[src/rtl/uart_frame_rx_if.sv]
// uart_frame_rx_if: serial input and frame-result outputs of the UART frame receiver.
// master = line/consumer side, slave = receiver.
interface uart_frame_rx_if #(
  parameter int FULL_DATA_SIZE = 40
);
  logic                      in_bit;
  logic [FULL_DATA_SIZE-1:0] out_data;
  logic                      out_valid;
  logic                      frame_err;
  logic                      busy;

  modport master (output in_bit, input out_data, out_valid, frame_err, busy);
  modport slave  (input in_bit, output out_data, out_valid, frame_err, busy);
endinterface

[src/rtl/uart_frame_rx.sv]
// uart_frame_rx: UART receiver that gathers FULL_DATA_SIZE/BYTE_SIZE characters
// into one wide word (first character in the top byte) and pulses out_valid.
// Optional even-parity bit per character: define UART_FRAME_RX_PARITY_EN.
module uart_frame_rx #(
  parameter int FULL_DATA_SIZE = 40,
  parameter int BYTE_SIZE      = 8,
  parameter int CLKS_PER_BIT   = 4,
  parameter int TIMEOUT_BITS   = 16
) (
  input logic            CLK,
  input logic            RST_N,
  uart_frame_rx_if.slave rx
);
  localparam int NUM_BYTES = FULL_DATA_SIZE / BYTE_SIZE;
  localparam int TMR_W     = $clog2(CLKS_PER_BIT);
  localparam int BIT_W     = $clog2(BYTE_SIZE + 1);
  localparam int CNT_W     = $clog2(NUM_BYTES + 1);
  localparam int GAP_LIM   = TIMEOUT_BITS * CLKS_PER_BIT;
  localparam int GAP_W     = $clog2(GAP_LIM + 1);

  localparam logic [TMR_W-1:0] TMR_HALF = TMR_W'(CLKS_PER_BIT / 2);
  localparam logic [TMR_W-1:0] TMR_LAST = TMR_W'(CLKS_PER_BIT - 1);
  localparam logic [BIT_W-1:0] BIT_LAST = BIT_W'(BYTE_SIZE - 1);
  localparam logic [CNT_W-1:0] CNT_LAST = CNT_W'(NUM_BYTES - 1);
  localparam logic [GAP_W-1:0] GAP_LAST = GAP_W'(GAP_LIM - 1);

`ifdef UART_FRAME_RX_PARITY_EN
  typedef enum logic [2:0] {S_IDLE, S_START, S_DATA, S_PARITY, S_STOP, S_WAIT_HIGH} state_t;
`else
  typedef enum logic [2:0] {S_IDLE, S_START, S_DATA, S_STOP, S_WAIT_HIGH} state_t;
`endif

  state_t state_q, state_d;

  logic                      rx_meta, rx_s;
  logic [TMR_W-1:0]          tmr_q;
  logic [BIT_W-1:0]          bit_cnt_q;
  logic [CNT_W-1:0]          byte_cnt_q;
  logic [GAP_W-1:0]          gap_q;
  logic [BYTE_SIZE-1:0]      byte_sr;
  logic [FULL_DATA_SIZE-1:0] frame_sr, frame_nxt;
  logic [FULL_DATA_SIZE-1:0] out_data_q;
  logic                      out_valid_q, frame_err_q, busy_q;

  // control strobes from the FSM to the datapath
  logic tmr_clr, mid, start_ok, shift_bit, byte_ok, abort, timeout;

  assign mid       = (tmr_q == TMR_LAST);
  assign frame_nxt = (frame_sr << BYTE_SIZE) | FULL_DATA_SIZE'(byte_sr);

  // state register
  always_ff @(posedge CLK or negedge RST_N) begin
    if (!RST_N) state_q <= S_IDLE;
    else        state_q <= state_d;
  end

  // next state and per-cycle control strobes; the timer runs only inside a character
  always_comb begin
    state_d   = state_q;
    tmr_clr   = 1'b0;
    start_ok  = 1'b0;
    shift_bit = 1'b0;
    byte_ok   = 1'b0;
    abort     = 1'b0;
    timeout   = 1'b0;
    case (state_q)
      S_IDLE: begin
        tmr_clr = 1'b1;
        // the gap timer only matters once part of a frame has arrived
        if (byte_cnt_q != '0 && gap_q == GAP_LAST) timeout = 1'b1;
        if (!rx_s) state_d = S_START;
      end
      S_START: begin
        if (tmr_q == TMR_HALF) begin
          tmr_clr = 1'b1;
          if (rx_s) state_d = S_IDLE;      // glitch: keep any partial frame
          else begin
            state_d  = S_DATA;
            start_ok = 1'b1;
          end
        end
      end
      S_DATA: begin
        if (mid) begin
          tmr_clr   = 1'b1;
          shift_bit = 1'b1;
`ifdef UART_FRAME_RX_PARITY_EN
          if (bit_cnt_q == BIT_LAST) state_d = S_PARITY;
`else
          if (bit_cnt_q == BIT_LAST) state_d = S_STOP;
`endif
        end
      end
`ifdef UART_FRAME_RX_PARITY_EN
      S_PARITY: begin
        if (mid) begin
          tmr_clr = 1'b1;
          // even parity: the parity bit equals the XOR of the data bits
          if (rx_s != ^byte_sr) begin
            abort   = 1'b1;
            state_d = S_WAIT_HIGH;
          end else begin
            state_d = S_STOP;
          end
        end
      end
`endif
      S_STOP: begin
        if (mid) begin
          tmr_clr = 1'b1;
          if (rx_s) begin
            byte_ok = 1'b1;
            state_d = S_IDLE;
          end else begin
            abort   = 1'b1;
            state_d = S_WAIT_HIGH;
          end
        end
      end
      S_WAIT_HIGH: begin
        // a held-low line (break) must not be decoded as characters
        tmr_clr = 1'b1;
        if (rx_s) state_d = S_IDLE;
      end
      default: begin
        tmr_clr = 1'b1;
        state_d = S_IDLE;
      end
    endcase
  end

  // synchroniser, bit timer, shift registers, frame counters and output pulses
  always_ff @(posedge CLK or negedge RST_N) begin
    if (!RST_N) begin
      rx_meta     <= 1'b1;
      rx_s        <= 1'b1;
      tmr_q       <= '0;
      bit_cnt_q   <= '0;
      byte_cnt_q  <= '0;
      gap_q       <= '0;
      byte_sr     <= '0;
      frame_sr    <= '0;
      out_data_q  <= '0;
      out_valid_q <= 1'b0;
      frame_err_q <= 1'b0;
      busy_q      <= 1'b0;
    end else begin
      rx_meta     <= rx.in_bit;
      rx_s        <= rx_meta;
      tmr_q       <= tmr_clr ? '0 : tmr_q + 1'b1;
      out_valid_q <= 1'b0;
      frame_err_q <= 1'b0;

      if (start_ok) begin
        busy_q    <= 1'b1;
        bit_cnt_q <= '0;
      end
      if (shift_bit) begin
        byte_sr   <= {rx_s, byte_sr[BYTE_SIZE-1:1]};
        bit_cnt_q <= bit_cnt_q + 1'b1;
      end
      if (state_q == S_IDLE && byte_cnt_q != '0) gap_q <= gap_q + 1'b1;

      if (byte_ok) begin
        frame_sr <= frame_nxt;
        gap_q    <= '0;
        if (byte_cnt_q == CNT_LAST) begin
          out_data_q  <= frame_nxt;
          out_valid_q <= 1'b1;
          byte_cnt_q  <= '0;
          busy_q      <= 1'b0;
        end else begin
          byte_cnt_q <= byte_cnt_q + 1'b1;
        end
      end

      // a partial frame needs no clearing: the next full frame shifts it out
      if (abort || timeout) begin
        frame_err_q <= 1'b1;
        byte_cnt_q  <= '0;
        gap_q       <= '0;
        busy_q      <= 1'b0;
      end
    end
  end

  assign rx.out_data  = out_data_q;
  assign rx.out_valid = out_valid_q;
  assign rx.frame_err = frame_err_q;
  assign rx.busy      = busy_q;
endmodule

[src/flat_wrapper.sv]
// flat-port wrapper written by rule: the top's interface ports become plain ports
module uart_frame_rx_flat 
#(
  parameter int FULL_DATA_SIZE = 40,
  parameter int BYTE_SIZE      = 8,
  parameter int CLKS_PER_BIT   = 4,
  parameter int TIMEOUT_BITS   = 16
)
  (CLK, RST_N, rx_in_bit, rx_out_data, rx_out_valid, rx_frame_err, rx_busy);
  uart_frame_rx_if #(.FULL_DATA_SIZE(FULL_DATA_SIZE)) rx_i ();
  input logic CLK;
  input logic RST_N;
  input wire logic [$bits(rx_i.in_bit)-1:0] rx_in_bit;
  output wire logic [$bits(rx_i.out_data)-1:0] rx_out_data;
  output wire logic [$bits(rx_i.out_valid)-1:0] rx_out_valid;
  output wire logic [$bits(rx_i.frame_err)-1:0] rx_frame_err;
  output wire logic [$bits(rx_i.busy)-1:0] rx_busy;
  assign rx_i.in_bit = rx_in_bit;
  assign rx_out_data = rx_i.out_data;
  assign rx_out_valid = rx_i.out_valid;
  assign rx_frame_err = rx_i.frame_err;
  assign rx_busy = rx_i.busy;
  uart_frame_rx #(.FULL_DATA_SIZE(FULL_DATA_SIZE), .BYTE_SIZE(BYTE_SIZE), .CLKS_PER_BIT(CLKS_PER_BIT), .TIMEOUT_BITS(TIMEOUT_BITS)) u_core (.CLK(CLK), .RST_N(RST_N), .rx(rx_i));
endmodule
[config.mk]
export PLATFORM = sky130hd
export DESIGN_NAME = uart_frame_rx_flat
export DESIGN_NICKNAME = d
export VERILOG_FILES = /design/src/rtl/uart_frame_rx_if.sv /design/src/rtl/uart_frame_rx.sv /design/src/flat_wrapper.sv
export SDC_FILE = /design/constraint.sdc
export NUM_CORES = 1
export LEC_CHECK = 0
export BUFFER_PORTS_ARGS = -buffer_cell sky130_fd_sc_hd__buf_2
export CORE_AREA = 5 5 94 96
export DETAILED_ROUTE_END_ITERATION = 12
export DIE_AREA = 0 0 99 101
export PLACE_DENSITY = 0.82
export SKIP_LAST_GASP = 1
export SYNTH_ARGS = -nofsm -noshare
export SYNTH_HDL_FRONTEND = slang
export SYNTH_SLANG_ARGS = --single-unit
[constraint.sdc]
create_clock -name CLK -period 2.31 [get_ports CLK]
set_clock_uncertainty 0.1 [all_clocks]
set_input_delay 0.462 -clock CLK [delete_from_list [all_inputs] [get_ports CLK]]
set_output_delay 0.462 -clock CLK [all_outputs]
set_load 0.1 [all_outputs]
==> impl_metrics.yaml, run 1 <==
placement:
  dp_slack_ns: 0.264
  placed_area_um2: 4520
  hpwl_um: 4930
  place_inst: 432
  place_congestion: 0.783
  portBuffers: 45
cts:
  clockRootBuffer: "clkbuf_8"
  clk_pin_slew_ns: 0.09
  htreeDepth: 3
  cts_buffer_depth: 2
  post_cts_buffers: 0
  cts_tree: "yes"
  clk_latency_ns: 0.36
  clock-sinks: 104
  numCtsBuffers: 9
worst_setup_path:
  crit_slowest_cell: "or4b_1"
  end_kind: "flop"
  rr_startpoint: "u_core.byte_cnt_q[0]$_DFFE_PN0P_"
  startpoint_type: "flop"
  crit_cells: 6
  required_ns: 2.44
  slowest_delay_ns: 0.64
  reg2regPathDepth: 6
  crit_buf_inv: 1
  crit_chain: "inv_1, ha_1, nor2b_1, or4b_1, o22ai_1, nor3_1"
  crit_fanout: 5
  criticalPathCategory: "reg -> reg"
  r2r_slack_ns: 0.22
  worst_ep_arrival_time_ns: 2.22
  cp_top_family: "simple AND/OR/NAND/NOR gates"
  timing.rr.end: "u_core.rx.busy$_DFF_PN0_"
sta:
  slew_headroom: 0.665
  holdWs_ns: 0.0944
  final-hold-violation-count: 0
  grt_setup_unrepaired: "no"
  finalSetupViolations: 0
  slew_violations: 0
  tightest_slew_ns: 0.505
  post-route-min-period_ns: 2.09
  setup_slack_ns: 0.222
  max_freq_ghz: 0.479
  tns_ns: 0
  post-route-period-util: 0.904
finish:
  multi_input_area_um2: 1470
  stdcell_area_um2: 4780
  diodes: 0
  fillers: 627
  fin_util: 0.600
  final_cell_mix: "102 x dfrtp_1, 77 x mux2_2, 44 x buf_2, 15 x nor2_1"
  fin_nets: 348
  regArea_um2: 2610
  layout.cells.most_common: "dfrtp_1"
  area_delta_synth_final_pct: 13.8
  fin_cells: 449
  drive_gt1_frac: 0.442
hold_path:
  hold_path.startpoint: "rx_in_bit"
  min_path_cells: 1
  hold_path_class: "in -> reg"
  min_to: "u_core.rx_meta$_DFF_PN1_"
synth:
  yosysWarnings: 0
  ys_types: 41
  synth_cells: 291
  syn_area_um2: 4200
  syn_nets: 300
  ys_seq_area_frac: 0.620
  synthFlopType: "dfrtp_1"
  synth-edff-count: 0
  syn_avg_cell_area_um2: 14.4
  async_reset_ff_frac: 1.00
  ys_ff_latch: 104
floorplanning:
  design.core.area_um2: 7970
  die_y_um: 101
  die_area_um2: 10000
  dieWidth_um: 99
  io_pins: 46
  rows: 33
  start_util: 0.528
pwr:
  total_power_mw: 4.00
  p_per_area_nw_per_um2: 836
  power_leakage_nw: 2.49
  vdd_drop_max_v: 0.000538
grt:
  grt_first_pass_wirelength_um: 12200
  antenna_found_initial: 0
  grt_max_degree: 45
  grt_pass1_vias: 2487
  gr-total-overflow: 0
  track_usage: 0.154
routing:
  drtIter0Drc: 150
  vias: 2403
  ant_nets: 0
  drc_errors: 0
  dr.pass1.iters: 4
  via_per_inst: 5.35
  drt_wl_total_um: 7190
  wire_per_inst_um: 16.0
run_status:
  outcome: "completed"
job:
  maxCapViolCount: 0
## kinds of logic after synthesis
logic type	count (synthesis)	share of synthesized area
compound gates	17	0.0253
simple gates	56	0.0747
flops	104	0.620
fa+ha+maj	6	0.0179
mux	82	0.219
xor+xnor	6	0.0125
buf+inv	20	0.0310
## final cells by class
class | count | area share
repair buffers | 52 | 0.0643
clock buffers | 10 | 0.0288
inverters | 5 | 0.00392
flip-flops and latches | 104 | 0.544
clock inverters | 6 | 0.0238
multi-input cells | 167 | 0.307
well taps | 105 | 0.0275
## what timing repair did
action                                 4_1_cts  5_1_grt
endpoints found under the hold margin       29        0
resized for setup                            0        0
hold buffers                                 1        0
## cells in the mapped netlist (3+ instances only)
cell      instances  area (um2)
dfrtp_1         102        2550
mux2_2           77         867
nor2_1           15        56.3
nand2_1          10        37.5
nor3_1           10        50.1
a21oi_1           6        30.0
ha_1              6        75.1
buf_6             5        56.3
inv_1             5        18.8
xnor2_1           5        43.8
buf_2             4        20.0
a31oi_1           3        18.8
buf_4             3        22.5
mux2_1            3        33.8
nand3_1           3        15.0
nand4b_1          3        26.3
## per-layer routing
metal / up-vias / share of wire / wire [um] / track usage
met2: 47 / 0.48 / 3470 / 0.251
met3: 14 / 0.036 / 258 / 0.0304
met1: 1225 / 0.45 / 3260 / 0.198
met5: - / 0 / 0 / 0
met4: 0 / 0.028 / 200 / 0.0756
li1: 1117 / - / - / -
## state kept, by name, indices dropped and copies added, names as in the netlist
name and cells:
u_core.bit_cnt_q 4, u_core.byte_cnt_q 3, u_core.byte_sr 8, u_core.frame_sr 32, u_core.gap_q 7, u_core.rx.busy 1, u_core.rx.frame_err 1, u_core.rx.out_data 40
u_core.rx.out_valid 1, u_core.rx_meta 1, u_core.rx_s 1, u_core.state_q 3, u_core.tmr_q 2
## worst max-delay path by stage
stage                                      from                                 to  slack, ns
2_1_floorplan         u_core.tmr_q[0]$_DFF_PN0_  u_core.rx.out_data[0]$_DFFE_PN0P_       0.29
3_3_place_gp   u_core.byte_cnt_q[0]$_DFFE_PN0P_           u_core.rx.busy$_DFF_PN0_       0.34
3_5_place_dp   u_core.byte_cnt_q[0]$_DFFE_PN0P_           u_core.rx.busy$_DFF_PN0_       0.26
4_1_cts        u_core.byte_cnt_q[0]$_DFFE_PN0P_           u_core.rx.busy$_DFF_PN0_       0.23
5_1_grt        u_core.byte_cnt_q[0]$_DFFE_PN0P_   u_core.byte_cnt_q[0]$_DFFE_PN0P_       0.12
6_report       u_core.byte_cnt_q[0]$_DFFE_PN0P_           u_core.rx.busy$_DFF_PN0_       0.22
## power by group
group          switching [mW]  internal (mW)  total [mW]
clock network           0.595          0.753        1.35
logic                   0.331          0.217       0.548
registers               0.160           1.94        2.10
Note: power is estimated with default switching activity, not from simulation.
==> inputs of run 2 (changes only) <==
--- a/config.mk
+++ b/config.mk
@@ -6,10 +6,10 @@
 export NUM_CORES = 1
 export LEC_CHECK = 0
 export BUFFER_PORTS_ARGS = -buffer_cell sky130_fd_sc_hd__buf_2
-export CORE_AREA = 5 5 94 96
+export CORE_AREA = 5 5 92 94
 export DETAILED_ROUTE_END_ITERATION = 12
-export DIE_AREA = 0 0 99 101
-export PLACE_DENSITY = 0.82
+export DIE_AREA = 0 0 97 99
+export PLACE_DENSITY = 0.85
 export SKIP_LAST_GASP = 1
 export SYNTH_ARGS = -nofsm -noshare
 export SYNTH_HDL_FRONTEND = slang
==> impl_metrics.yaml, run 2 (synthesis results as in run 1) <==
routing:
  ant_nets: 0
  drc_errors: 0
  dr.pass1.iters: 4
  drt_wl_total_um: 7030
  wire_per_inst_um: 15.8
  drtIter0Drc: 121
  vias: 2384
  via_per_inst: 5.36
sta:
  grt_setup_unrepaired: "no"
  finalSetupViolations: 0
  tns_ns: 0
  slew_violations: 0
  max_freq_ghz: 0.495
  post-route-period-util: 0.875
  post-route-min-period_ns: 2.02
  final-hold-violation-count: 0
  tightest_slew_ns: 0.507
  slew_headroom: 0.664
finish:
  area_delta_synth_final_pct: 12.7
  fin_cells: 445
  diodes: 0
  fillers: 570
  fin_util: 0.626
  fin_nets: 348
  largest_reg_flops: 40
  drive_gt1_frac: 0.443
  layout.cells.most_common: "dfrtp_1"
  final_cell_mix: "102 x dfrtp_1, 77 x mux2_2, 44 x buf_2, 15 x nor2_1"
cts:
  clock-sinks: 104
  cts_tree: "yes"
  clk_latency_ns: 0.36
  htreeDepth: 3
  cts-resized-gates: 0
  cts_buffer_depth: 2
  numCtsBuffers: 9
  clockRootBuffer: "clkbuf_8"
  post_cts_buffers: 0
  hold_buffers: 1
  clk_pin_slew_ns: 0.09
worst_setup_path:
  crit_chain: "inv_1, ha_1, nor2b_1, or4b_1, o311a_1"
  startpoint_type: "flop"
  slowest_delay_ns: 0.63
  crit_fanout: 5
  criticalPathCategory: "reg -> reg"
  required_ns: 2.46
  crit_slowest_cell: "or4b_1"
  worst_ep_arrival_time_ns: 2.17
  end_kind: "flop"
pwr:
  vdd_drop_max_v: 0.000578
  p_per_area_nw_per_um2: 797
  total_power_mw: 3.78
  power_leakage_nw: 2.47
floorplanning:
  dieWidth_um: 97
  die_y_um: 99
  start_util: 0.556
  design.core.area_um2: 7570
  die_area_um2: 9600
  io_pins: 46
  rows: 32
run_status:
  outcome: "completed"
grt:
  antenna_found_initial: 0
  gr-total-overflow: 0
  grt_pass1_vias: 2497
  grt_first_pass_wirelength_um: 12400
  track_usage: 0.161
  grt_max_degree: 60
hold_path:
  hold_path_class: "in -> reg"
placement:
  hpwl_um: 4910
  place_inst: 429
  portBuffers: 45
  place_congestion: 0.904
job:
  maxCapViolCount: 0
==> run 2: cell count changes in the layout (fill, tap and decap cells not counted) <==
cell / change
bufinv_16: -2
clkbuf_8: -1
clkinv_4: +3
clkinvlp_4: -2
inv_6: -1
inv_8: +2
nor3b_1: -1
nor3b_2: +1
==> run 2: through the flow <==
step | hold WS, ns | setup slack, ns | area (um2)
2_1_floorplan | 0.0664 | 0.286 | 4200
3_3_place_gp | 0.246 | 0.354 | 4520
3_5_place_dp | 0.247 | 0.287 | 4520
4_1_cts | 0.0802 | 0.278 | 4740
5_1_grt | 0.0705 | 0.148 | 4740
6_report | 0.0947 | 0.289 | 4740
==> run 2: routing by layer <==
layer  track usage  share of wire
met1         0.208           0.44
met2         0.259           0.50
met3        0.0340          0.036
met4        0.0799          0.023
met5             0              0
==> run 2: area by class of cell <==
type | count | area (um2) | share of cell area
inverter | 5 | 18.8 | 0.00396
clock buffer | 9 | 124 | 0.0261
tap | 102 | 128 | 0.0269
multi-input combinational | 167 | 1480 | 0.311
sequential | 104 | 2610 | 0.550
timing repair buffer | 52 | 308 | 0.0650
clock inverter | 6 | 78.8 | 0.0166
==> run 2: final timing paths <==
| path | startpoint | to | slack (ns) | cells after the start |
|---|---|---|---|---|
| max | u_core.byte_cnt_q[0]$_DFFE_PN0P_ | u_core.gap_q[6]$_DFFE_PN0P_ | 0.29 | 5 |
| min | rx_in_bit | u_core.rx_meta$_DFF_PN1_ | 0.09 | 1 |
| max reg2reg | u_core.byte_cnt_q[0]$_DFFE_PN0P_ | u_core.gap_q[6]$_DFFE_PN0P_ | 0.29 | 5 |
| min reg2reg | u_core.rx_meta$_DFF_PN1_ | u_core.rx_s$_DFF_PN1_ | 0.26 | 0 |
| max in group asynchronous | RST_N | u_core.rx.out_data[28]$_DFFE_PN0P_ | 1.06 | 3 |
| min in group asynchronous | RST_N | u_core.rx.out_data[3]$_DFFE_PN0P_ | 0.44 | 2 |
==> run 2: where the power goes <==
group	switching, mW	internal (mW)
Combinational	0.324	0.216
Sequential	0.159	1.94
Clock	0.617	0.516
Total	1.10	2.68
==> run 2: critical path, delay by kind of cell (launching register included) <==
family | cells | cell delay [ns]
AND/OR/NAND/NOR | 2 | 0.81
AO/OA/AOI/OAI | 1 | 0.37
flip-flops | 1 | 0.36
adder cells (fa/ha/maj) | 1 | 0.21
buffers and inverters | 1 | 0.07
